[config.mk]
export PLATFORM = sky130hd
export DESIGN_NAME = alu_share_arb
export DESIGN_NICKNAME = d
export VERILOG_FILES = /design/src/rtl/alu_pkg.sv /design/src/rtl/rr_arbiter.sv /design/src/rtl/alu_share_arb.sv
export SDC_FILE = /design/constraint.sdc
export NUM_CORES = 1
export LEC_CHECK = 0
export CORE_AREA = 2 2 108 110
export CTS_CLUSTER_DIAMETER = 200
export CTS_CLUSTER_SIZE = 8
export DETAILED_ROUTE_END_ITERATION = 10
export DIE_AREA = 0 0 110 112
export PLACE_DENSITY = 0.75
export SLEW_MARGIN = 20
export SYNTH_ARGS = -nofsm -noshare
export SYNTH_HDL_FRONTEND = slang
export SYNTH_SLANG_ARGS = --single-unit
[constraint.sdc]
create_clock -name clk -period 1.8 [get_ports clk]
set_input_delay 0.36 -clock clk [delete_from_list [all_inputs] [get_ports clk]]
set_output_delay 0.36 -clock clk [all_outputs]
set_load 0.01 [all_outputs]
[src/rtl/alu_pkg.sv]
// Shared ALU definitions: select-code enum, legality check and arbiter FSM states.
package alu_pkg;

  typedef enum logic [3:0] {
    ADD   = 4'b0000,
    SUB   = 4'b0001,
    AND   = 4'b0010,
    OR    = 4'b0011,
    XOR   = 4'b0100,
    SRL   = 4'b0101,
    SRA   = 4'b0110,
    SLL   = 4'b0111,
    SLT   = 4'b1000,
    SLTU  = 4'b1001,
    PASSB = 4'b1110,
    PASSA = 4'b1111
  } alusel_t;

  typedef enum logic {IDLE, HOLD} arb_state_t;

  localparam logic [3:0] SEL_NOGRANT = PASSA;

  function automatic logic is_legal_sel(input logic [3:0] sel);
    return !(sel inside {[4'b1010:4'b1101]});
  endfunction

endpackage

[src/rtl/rr_arbiter.sv]
// Round-robin picker: first set request scanning upward from ptr with wrap.
module rr_arbiter #(
  parameter int unsigned NREQ = 2,
  parameter int unsigned IDW  = 1
) (
  input  logic [NREQ-1:0] req,
  input  logic [IDW-1:0]  ptr,
  input  logic            en,
  output logic [NREQ-1:0] grant,
  output logic [IDW-1:0]  gidx,
  output logic            gvalid
);

  always_comb begin
    int unsigned idx;
    grant  = '0;
    gidx   = '0;
    gvalid = 1'b0;
    idx    = 0;
    if (en) begin
      for (int unsigned off = 0; off < NREQ; off++) begin
        idx = (32'(ptr) + off) % NREQ;
        if (!gvalid && req[idx]) begin
          grant[idx] = 1'b1;
          gidx       = IDW'(idx);
          gvalid     = 1'b1;
        end
      end
    end
  end

endmodule

[src/rtl/alu_share_arb.sv]
// Time-shares one combinational ALU among NREQ requesters with a one-entry
// response register. Optional ownership lock enabled by macro ALU_ARB_LOCK_EN.
module alu_share_arb
  import alu_pkg::*;
#(
  parameter int unsigned NREQ = 2,
  parameter int unsigned IDW  = (NREQ > 2) ? $clog2(NREQ) : 1
) (
  input  logic              clk,
  input  logic              rst_n,
  input  logic [NREQ-1:0]   req_valid,
  output logic [NREQ-1:0]   req_ready,
  input  logic [NREQ*32-1:0] req_a,
  input  logic [NREQ*32-1:0] req_b,
  input  logic [NREQ*4-1:0] req_sel,
`ifdef ALU_ARB_LOCK_EN
  input  logic [NREQ-1:0]   req_lock,
  output logic              lock_active,
`endif
  output logic [31:0]       alu_a,
  output logic [31:0]       alu_b,
  output logic [3:0]        alu_sel,
  input  logic [31:0]       alu_res,
  output logic              rsp_valid,
  input  logic              rsp_ready,
  output logic [31:0]       rsp_data,
  output logic [IDW-1:0]    rsp_id,
  output logic              rsp_err
);

  arb_state_t      state, state_nxt;
  logic [IDW-1:0]  ptr;
  logic [NREQ-1:0] eligible;
  logic [NREQ-1:0] grant;
  logic [IDW-1:0]  gidx;
  logic            xfer;
  logic            can_accept;
  logic            advance;
  logic            sel_ok;

  assign rsp_valid  = (state == HOLD);
  assign can_accept = (state == IDLE) || (rsp_valid && rsp_ready);

`ifdef ALU_ARB_LOCK_EN
  logic           lock_q;
  logic [IDW-1:0] owner;

  assign lock_active = lock_q;
  assign eligible    = lock_q ? (req_valid & ({{(NREQ-1){1'b0}}, 1'b1} << owner))
                              : req_valid;
  // A locking transfer leaves the pointer alone; the releasing one advances it.
  assign advance     = !req_lock[gidx];

  always_ff @(posedge clk or negedge rst_n) begin
    if (!rst_n) begin
      lock_q <= 1'b0;
      owner  <= '0;
    end else if (xfer) begin
      lock_q <= req_lock[gidx];
      owner  <= gidx;
    end
  end
`else
  assign eligible = req_valid;
  assign advance  = 1'b1;
`endif

  // Reset gates the grant so req_ready reads zero while rst_n is low.
  rr_arbiter #(.NREQ(NREQ), .IDW(IDW)) u_rr (
    .req    (eligible),
    .ptr    (ptr),
    .en     (can_accept && rst_n),
    .grant  (grant),
    .gidx   (gidx),
    .gvalid (xfer)
  );

  assign req_ready = grant;

  always_comb begin
    alu_a   = '0;
    alu_b   = '0;
    alu_sel = SEL_NOGRANT;
    if (xfer) begin
      alu_a   = req_a[32*gidx +: 32];
      alu_b   = req_b[32*gidx +: 32];
      alu_sel = req_sel[4*gidx +: 4];
    end
  end

  assign sel_ok = is_legal_sel(alu_sel);

  always_comb begin
    state_nxt = state;
    case (state)
      IDLE: if (xfer) state_nxt = HOLD;
      HOLD: begin
        if (xfer)           state_nxt = HOLD;
        else if (rsp_ready) state_nxt = IDLE;
      end
      default: state_nxt = IDLE;
    endcase
  end

  always_ff @(posedge clk or negedge rst_n) begin
    if (!rst_n) state <= IDLE;
    else        state <= state_nxt;
  end

  always_ff @(posedge clk or negedge rst_n) begin
    if (!rst_n) begin
      rsp_data <= '0;
      rsp_id   <= '0;
      rsp_err  <= 1'b0;
      ptr      <= '0;
    end else if (xfer) begin
      rsp_data <= sel_ok ? alu_res : '0;
      rsp_id   <= gidx;
      rsp_err  <= !sel_ok;
      if (advance)
        ptr <= (gidx == IDW'(NREQ-1)) ? '0 : gidx + 1'b1;
    end
  end

endmodule

# == Word level (Yosys, flattened, before mapping) ==
# Cells that the tools add are included.
# Widths: inputs -> output; s select.
# word_totals
reg_bits,36
latch_bits,0
ramBits,0
romBits,0
inputBits,173
out_inout_bits,105
mem_count,0
# op_classes
addsub,2
multipliers,0
div_mod_pow,0
magnitude_cmp,6
eq_ne,0
shift,3
muxes,28
n_bitwise,2
reduce_logical,8
# op_table
cell,n
$shiftx 64x7->32,2
$mux 32,3
$mux 1,17
$mux 2,4
$shiftx 8x4->4,1
$logic_and 1x1->1,6
$ge 4x4->1 const B,1
$le 4x4->1 const B,1
$lt 1x2->1 const B,2
$mux 4,1
$add 1x1->1 const B,2
$demux 1 s1,2
$ge 1x1->1 const B,2
$or 2x2->2,1
$pmux 1 s2,1
$logic_not 1->1,1
$logic_or 1x1->1,1
$not 1->1,1

# == Longest topological paths before layout ==
# Gate-level depths: netlist of the first run.
# logic_depth
ltp_word,13
ltp_mapped,8
ltp_nobuf,6

# == Cells and area by module ==
# A second synthesis of the first run with hierarchy kept.
# hier_totals
hier_cells,281
hier_area_um2,2514.9
# by_module_without_submodules
mod,n_inst,cells_each,area_per_inst_um2,seq_area_each_um2
alu_share_arb,1,274,2481.1,900.9
rr_arbiter,1,7,33.8,0.0

# == Worst setup path after synthesis of the first run ==
# OpenSTA, ideal clock, no wires.
# synth_timing
kind,reg-to-output
startpoint,"register state, in the netlist rsp_valid"
endpoint,output port alu_b[22]
arrival_ps,1407
required_time_ps,1440
path_slack_ps,33
stages_incl_launch_ff,7
n_path_buf,2
path_cell_list,dfrtp_1 -> nand2b_1 -> buf_6 -> nand4_4 -> inv_2 -> clkbuf_1 -> a22o_1
# synth_between
elab_chain_len,6
word_cells_on_any_way,8
cone_classes,1 x shift; 3 x mux; 1 x bitwise; 3 x reduce/logical
# synth_rtl
item,line,source
"start, declared",alu_share_arb.sv:31,"arb_state_t state, state_nxt;"
"start signal, assigned",alu_share_arb.sv:107,else state <= state_nxt;
$logic_and 1x1->1 / $not 1->1 (equally long branches),n/a,
$logic_or 1x1->1 *,alu_share_arb.sv:42,assign can_accept = (state == IDLE) || (rsp_valid && rsp_ready);
$logic_and 1x1->1 *,alu_share_arb.sv:72,".en (can_accept && rst_n),"
$mux 1,rr_arbiter.sv:20,if (en) begin
$shiftx 64x7->32,alu_share_arb.sv:86,alu_b = req_b[32*gidx +: 32];
$mux 32 *,alu_share_arb.sv:84,if (xfer) begin
"end, declared",alu_share_arb.sv:21,"output logic [31:0] alu_b,"
# Mark *: on every way between the ends. The rest lies on a longest branch, timed or not.

# == Worst setup path in the final report of the first run ==
# layout_timing
startpoint,"register state, in the netlist rsp_valid"
endpoint,output port alu_b[13]
# The elaborated chain is that of the path after synthesis.

==> results of run 1 <==
## cell usage after synthesis
| cell type | count | area [um2] |
|---|---|---|
| o21ai_0 | 3 | 15.01 |
| dfrtp_1 | 36 | 900.9 |
| o211ai_2 | 3 | 37.54 |
| nor2_1 | 2 | 7.510 |
| nand3_4 | 1 | 17.52 |
| o21ai_2 | 29 | 254.0 |
| a41oi_1 | 4 | 35.03 |
| a22o_1 | 64 | 560.5 |
| a21boi_4 | 1 | 18.77 |
| clkbuf_1 | 10 | 37.54 |
| clkinv_2 | 1 | 5.000 |
| a21o_1 | 1 | 7.510 |
| nand2_1 | 69 | 259.0 |
| buf_2 | 10 | 50.05 |
| nor2b_1 | 2 | 12.51 |
| inv_2 | 1 | 3.750 |
| nand2b_1 | 2 | 12.51 |
| buf_6 | 5 | 56.30 |
| nand4_4 | 1 | 21.27 |
| nand2b_2 | 1 | 8.760 |
| o211a_1 | 1 | 10.01 |
| a21oi_1 | 2 | 10.01 |
| o22a_1 | 2 | 17.52 |
| o22ai_4 | 1 | 20.02 |
| a21oi_2 | 1 | 8.760 |
| mux2i_2 | 1 | 13.76 |
| inv_1 | 2 | 7.510 |
## timing repair
item                                    in CTS  in global routing
buffers inserted                            22                  4
pin swaps                                   17                  6
cloned                                      14                  0
endpoints found under the setup margin     103                103
resized for setup                          332                 17
## final timing paths
path / slack, ns / cells past startpoint / to / startpoint
setup / recovery: -0.30 / 8 / alu_b[13] / rsp_valid$_DFF_PN0_
hold / removal: 0.27 / 2 / rsp_data[4]$_DFFE_PN0P_ / rst_n
setup reg to reg: -0.17 / 12 / rsp_data[5]$_DFFE_PN0P_ / ptr$_DFFE_PN0P_
hold reg to reg: 0.48 / 2 / rsp_id$_DFFE_PN0P_ / rsp_id$_DFFE_PN0P_
max in group asynchronous: 1.19 / 2 / ptr$_DFFE_PN0P_ / rst_n
min in group clk: 0.48 / 2 / rsp_id$_DFFE_PN0P_ / rsp_id$_DFFE_PN0P_
## power by group
group | switching, mW | leakage (nW) | internal (mW) | total [mW]
clock network | 0.316 | 0.0702 | 0.551 | 0.866
registers | 0.0818 | 0.447 | 0.948 | 1.03
logic | 0.710 | 2.25 | 1.11 | 1.82
total | 1.11 | 2.77 | 2.61 | 3.72
## worst max-delay path: cells and delay by family (launching register included)
| family | cells | cell delay (ns) |
|---|---|---|
| and+or+nand+nor | 2 | 0.19 |
| AOI/OAI and AO/OA | 1 | 0.24 |
| buffers and inverters | 5 | 0.65 |
| DFF | 1 | 0.38 |
## layout make-up
| type | count | area (um2) | share of cell area [%] |
|---|---|---|---|
| Sequential cell | 36 | 900.9 | 14.68 |
| Antenna cell | 3 | 7.507 | 0.1223 |
| Clock inverter | 1 | 7.507 | 0.1223 |
| Tap cell | 143 | 178.9 | 2.915 |
| Clock buffer | 7 | 142.6 | 2.324 |
| Inverter | 4 | 32.53 | 0.5300 |
| Multi-Input combinational cell | 191 | 1423 | 23.18 |
| Timing Repair Buffer | 345 | 3446 | 56.14 |
## stage by stage
stage	setup WS (ns)	TNS, ns	area (um2)	util [%]
after detailed placement	-0.9629	-80.55	5499	49.21
after global placement	-0.9038	-74.89	5499	49.21
after CTS	-0.3182	-22.94	6053	54.17
after global routing	-0.3461	-27.99	6138	54.93
final	-0.3013	-20.99	6138	54.93
after floorplan	0.03292	0	2409	-
## state kept, by name (all words and copies together), names as in the netlist
name / count
rsp_data: 32
rsp_id: 1
rsp_err: 1
ptr: 1
rsp_valid: 1
## metal layers
layer  GRT usage, %  part of all wire (%)  wire (um)
met5              0                     0          0
met1          23.05                    36       5100
met3          4.859                   8.6       1233
met4          7.426                   2.6        376
met2          41.02                    53       7594
## cell usage in the layout (no fill, tap or decap), types with 2 or more instances in the layout
cell type,count
o22a_1,2
buf_4,31
buf_6,16
inv_1,2
buf_2,63
dfrtp_1,36
a41oi_2,3
a21oi_2,2
o21ai_2,29
nand2_1,69
nand2b_4,2
buf_12,10
diode_2,3
a22o_1,63
nor2_2,2
o21ai_0,3
buf_8,3
clkdlybuf4s15_2,2
clkdlybuf4s15_1,2
clkbuf_16,5
buf_16,13
clkdlybuf4s50_1,202
o211ai_2,2
## cell families (layout without fill, tap and decap cells)
logic type	count (synthesis)	in the layout	synth area share (%)
other	0	3	0
flip-flops	36	36	37.40
AO/OA/AOI/OAI	112	112	41.30
buffers and inverters	29	357	6.649
multiplexers	1	1	0.5713
AND/OR/NAND/NOR	78	78	14.08
==> results_dict.tcl, run 1 <==
set metrics [dict create \
    outcome "complete, but fails checks" \
    violations "setup timing" \
    clock_latency_ns 0.28 \
    cts_max_level 2 \
    layoutNonFillerInstCount 730 \
    io_buffers 277 \
    grtUsageTotal_pct 21.71 \
    whs_ns 0.2690 \
    placed_cells 681 \
    start_util_pct 21.55 \
    rsz0062_at_grt "yes" \
    worst_pin_slew_ns 0.4892 \
    dp_hpwl_mm 10.07 \
    synth_cells 256 \
    finalPower_mw 3.716 \
    drt_iter0_drc 144 \
    wire_per_inst_um 19.60 \
    end_kind "output pin" \
    ctsRootBufferMaster "clkbuf_16" \
    clk_path_buf_depth 2 \
    syn_to_final_growth_pct 154.9 \
    p_leak_nw 2.765 \
    seq_area_frac_synth_pct 37.40 \
    io_pins 278 \
    crit_required_ns 1.44 \
    final_layout_size_suffix_gt1_share_pct 33.90 \
    slowest_stage "dfrtp_1" \
    finalCriticalPeriod_ns 2.101 \
    postSynthAreaPerCell_um2 9.408 \
    worst_ir_drop_vdd_mv 0.5730 \
    cpPeakStageDelay_ns 0.38 \
    crit_fanout 21 \
    rows 39 \
    hold_violations 0 \
    finClkSkew_ns 0.006550 \
    dr.pass1.iters 4 \
    clk_pin_slew_worst_paths_ns 0.06 \
    worstSetupPathType "reg2out" \
    routed_wl_mm 14.31 \
    layout.nets 756 \
    gp_congestion 0.8593 \
    grt_pass1_wl_mm 20.18 \
    grt_pass1_vias 3579 \
    routed-via-count 3468 \
    power.density_nw_per_um2 605.4 \
    die_w_um 110 \
    cts_made_buffers 5 \
    netlist_area_um2 2409 \
    die_height_um 112 \
    grt_overflow 0 \
    drv_cap 0 \
    die-area_um2 12320 \
    setup_viol 101 \
    ys_types 27 \
    critPathLaunchType "flop" \
    core-area_um2 11170 \
    final.fill_count 997 \
    report.final.slew_viol_count 0 \
    grt_max_degree 39 \
    cts.sinks 36 \
    cts_tree "built" \
    ant_nets 0 \
    vias_per_cell 4.751 \
    hold_path.class "in2async" \
    synth-seq-cells 36 \
    cp.arrival_ns 1.74 \
    min_period_over_period_pct 116.7 \
    max_freq_ghz 0.4759 \
    cp_cell_sequence "nand2b_4 > buf_6 > nand3_4 > clkinv_8 > buf_12 > buf_16 > a22o_1 > buf_2" \
    ctsHoldBuffers 0 \
    antenna_found_initial 3 \
    drcViolationCount 0 \
    syn_nets 429 \
    setup_slack_ns -0.3013 \
    slew_headroom_pct 67.39 \
    yosysWarnings 0 \
]
Note: power is estimated with default switching activity, not from simulation.
==> run 2, diff against run 1 <==
--- a/config.mk
+++ b/config.mk
@@ -15,3 +15,4 @@
 export SYNTH_ARGS = -nofsm -noshare
 export SYNTH_HDL_FRONTEND = slang
 export SYNTH_SLANG_ARGS = --single-unit
+export TNS_END_PERCENT = 10
==> run 2 against run 1 <==
  * The run still ends with setup timing left
  * Global-route usage fell by 0.85 points
  * Routed wire length fell by 3.8%
  * Largest power group unchanged
  * Worst setup slack improved by 0.0070 ns
  * Design area fell by 3.1%
  * Critical path type unchanged
  * Via count fell by 2.3%
  * Fmax rose by 0.33%
  * Critical endpoint is now alu_a[2]
  * Clock skew barely moved
  * Non-clock buffer count fell by 10
  * First-iteration DRC count rose by 32%
==> results_dict.tcl, run 2 (synthesis gave the netlist of run 1 again) <==
set metrics [dict create \
    worstSetupPathType "reg2out" \
    hold_path.class "in2async" \
    setup_viol 102 \
    placed_cells 681 \
    setup_slack_ns -0.2943 \
    hold_violations 0 \
    grt_pass1_wl_mm 19.39 \
    crit_required_ns 1.44 \
    grtUsageTotal_pct 20.86 \
    ant_nets 0 \
    mostFrequentLayoutCell "clkdlybuf4s50_1" \
    gp_congestion 0.8593 \
    finalCriticalPeriod_ns 2.094 \
    critical-path-top-delay-family "buffers and inverters" \
    critPathMostFrequentCell "buf_6" \
    final_layout_size_suffix_gt1_share_pct 32.40 \
    cts_tree "built" \
    ctsHoldBuffers 0 \
    start_util_pct 21.55 \
    min_period_over_period_pct 116.4 \
    r2r_slack_ns -0.11 \
    slowest_stage "dfrtp_1" \
    core-area_um2 11170 \
    die_height_um 112 \
    drt_iter0_drc 190 \
    clock_latency_ns 0.28 \
    drv_cap 0 \
    cts_made_buffers 5 \
    grt_max_degree 39 \
    cts_max_level 2 \
    rsz0062_at_grt "yes" \
    io_pins 278 \
    top_register "rsp_data" \
    grt_pass1_vias 3483 \
    routed_wl_mm 13.77 \
    dr.pass1.iters 4 \
    layoutNonFillerInstCount 721 \
    die-area_um2 12320 \
    grt_overflow 0 \
    p_leak_nw 2.668 \
    multi_input_comb_area_um2 1410 \
    worst_pin_slew_ns 0.4812 \
    final.fill_count 1020 \
    antenna_found_initial 4 \
    syn_to_final_growth_pct 147.0 \
    regArea_um2 900.9 \
    end_kind "output pin" \
    cts.sinks 36 \
    ctsRootBufferMaster "clkbuf_16" \
    crit_fanout 5 \
    report.final.slew_viol_count 0 \
    io_buffers 277 \
    slew_headroom_pct 67.92 \
    cp_cell_sequence "nand2b_4 > nand4_4 > clkinv_4 > buf_6 > buf_8 > buf_16 > a22o_4 > buf_6" \
    critPathLaunchType "flop" \
    largest_reg_flops 32 \
    clk_pin_slew_worst_paths_ns 0.06 \
    worstPathBufferInverterCount 5 \
    max_freq_ghz 0.4775 \
    routed-via-count 3388 \
    outcome "complete, but fails checks" \
    violations "setup timing" \
    tns_ns -18.18 \
    layout.nets 746 \
    drcViolationCount 0 \
    cp.arrival_ns 1.73 \
    finClkSkew_ns 0.006518 \
    worst_ir_drop_vdd_mv 0.5730 \
    cpPeakStageDelay_ns 0.39 \
    die_w_um 110 \
    layout_common_cells "clkdlybuf4s50_1 (202), nand2_1 (69), a22o_1 (63)" \
    power.density_nw_per_um2 615.8 \
    clk_path_buf_depth 2 \
    rows 39 \
    dp_hpwl_mm 10.07 \
    wire_per_inst_um 19.10 \
    vias_per_cell 4.699 \
]
[run 2: final timing paths]
kind	to	startpoint	depth (start not counted)
max in group asynchronous	ptr$_DFFE_PN0P_	rst_n	2
setup reg to reg	rsp_data[15]$_DFFE_PN0P_	ptr$_DFFE_PN0P_	10
hold / removal	rsp_data[0]$_DFFE_PN0P_	rst_n	2
hold reg to reg	rsp_id$_DFFE_PN0P_	rsp_id$_DFFE_PN0P_	2
setup / recovery	alu_a[2]	ptr$_DFFE_PN0P_	8
min in group clk	rsp_id$_DFFE_PN0P_	rsp_id$_DFFE_PN0P_	2
[run 2: metrics by stage]
step	power, mW	utilization, %	setup WS [ns]	area (um2)	hold slack, ns
2_1_floorplan	1.606	-	0.03292	2409	0.06441
3_3_place_gp	2.651	49.21	-0.9038	5499	0.4608
4_1_cts	3.671	52.68	-0.3185	5887	0.2881
3_5_place_dp	2.683	49.21	-0.9629	5499	0.4699
5_1_grt	3.847	53.23	-0.3440	5948	0.3131
6_report	3.663	53.23	-0.2943	5948	0.2650
[run 2: power breakdown]
part / total (mW) / internal (mW) / switching (mW)
sequential: 1.03 / 0.948 / 0.0806
combinational: 1.77 / 1.07 / 0.694
clock: 0.869 / 0.551 / 0.318
[run 2: worst reg2reg max path, stage by stage (launching register included)]
cell and delay, ns:
dfrtp_1 0.39, buf_6 0.13, a21boi_4 0.18, nand3_4 0.13, clkinv_8 0.10, buf_12 0.11
buf_16 0.12, o211ai_4 0.07, o22ai_4 0.17, buf_12 0.24, o21ai_1 0.15
[run 2: layout make-up]
class / instances / area share (%)
timing repair buffer: 335 / 54.90
multi-input combinational: 191 / 23.71
sequential: 36 / 15.15
tap: 143 / 3.008
clock buffer: 7 / 2.398
inverter: 4 / 0.5469
antenna: 4 / 0.1683
clock inverter: 1 / 0.1262
[run 2: metal layers]
layer | up-vias | wire length (um) | GRT usage (%)
met5 | - | 0 | 0
met4 | 0 | 403 | 8.608
met3 | 21 | 1165 | 4.859
met2 | 155 | 7330 | 38.98
met1 | 1628 | 4869 | 21.78
li1 | 1584 | - | -
[run 2: timing repair]
| item | in CTS | in global routing |
|---|---|---|
| pin swaps | 59 | 30 |
| cloned | 10 | 0 |
| buffers inserted | 17 | 4 |
| endpoints found under the setup margin | 103 | 103 |
| resized for setup | 331 | 16 |
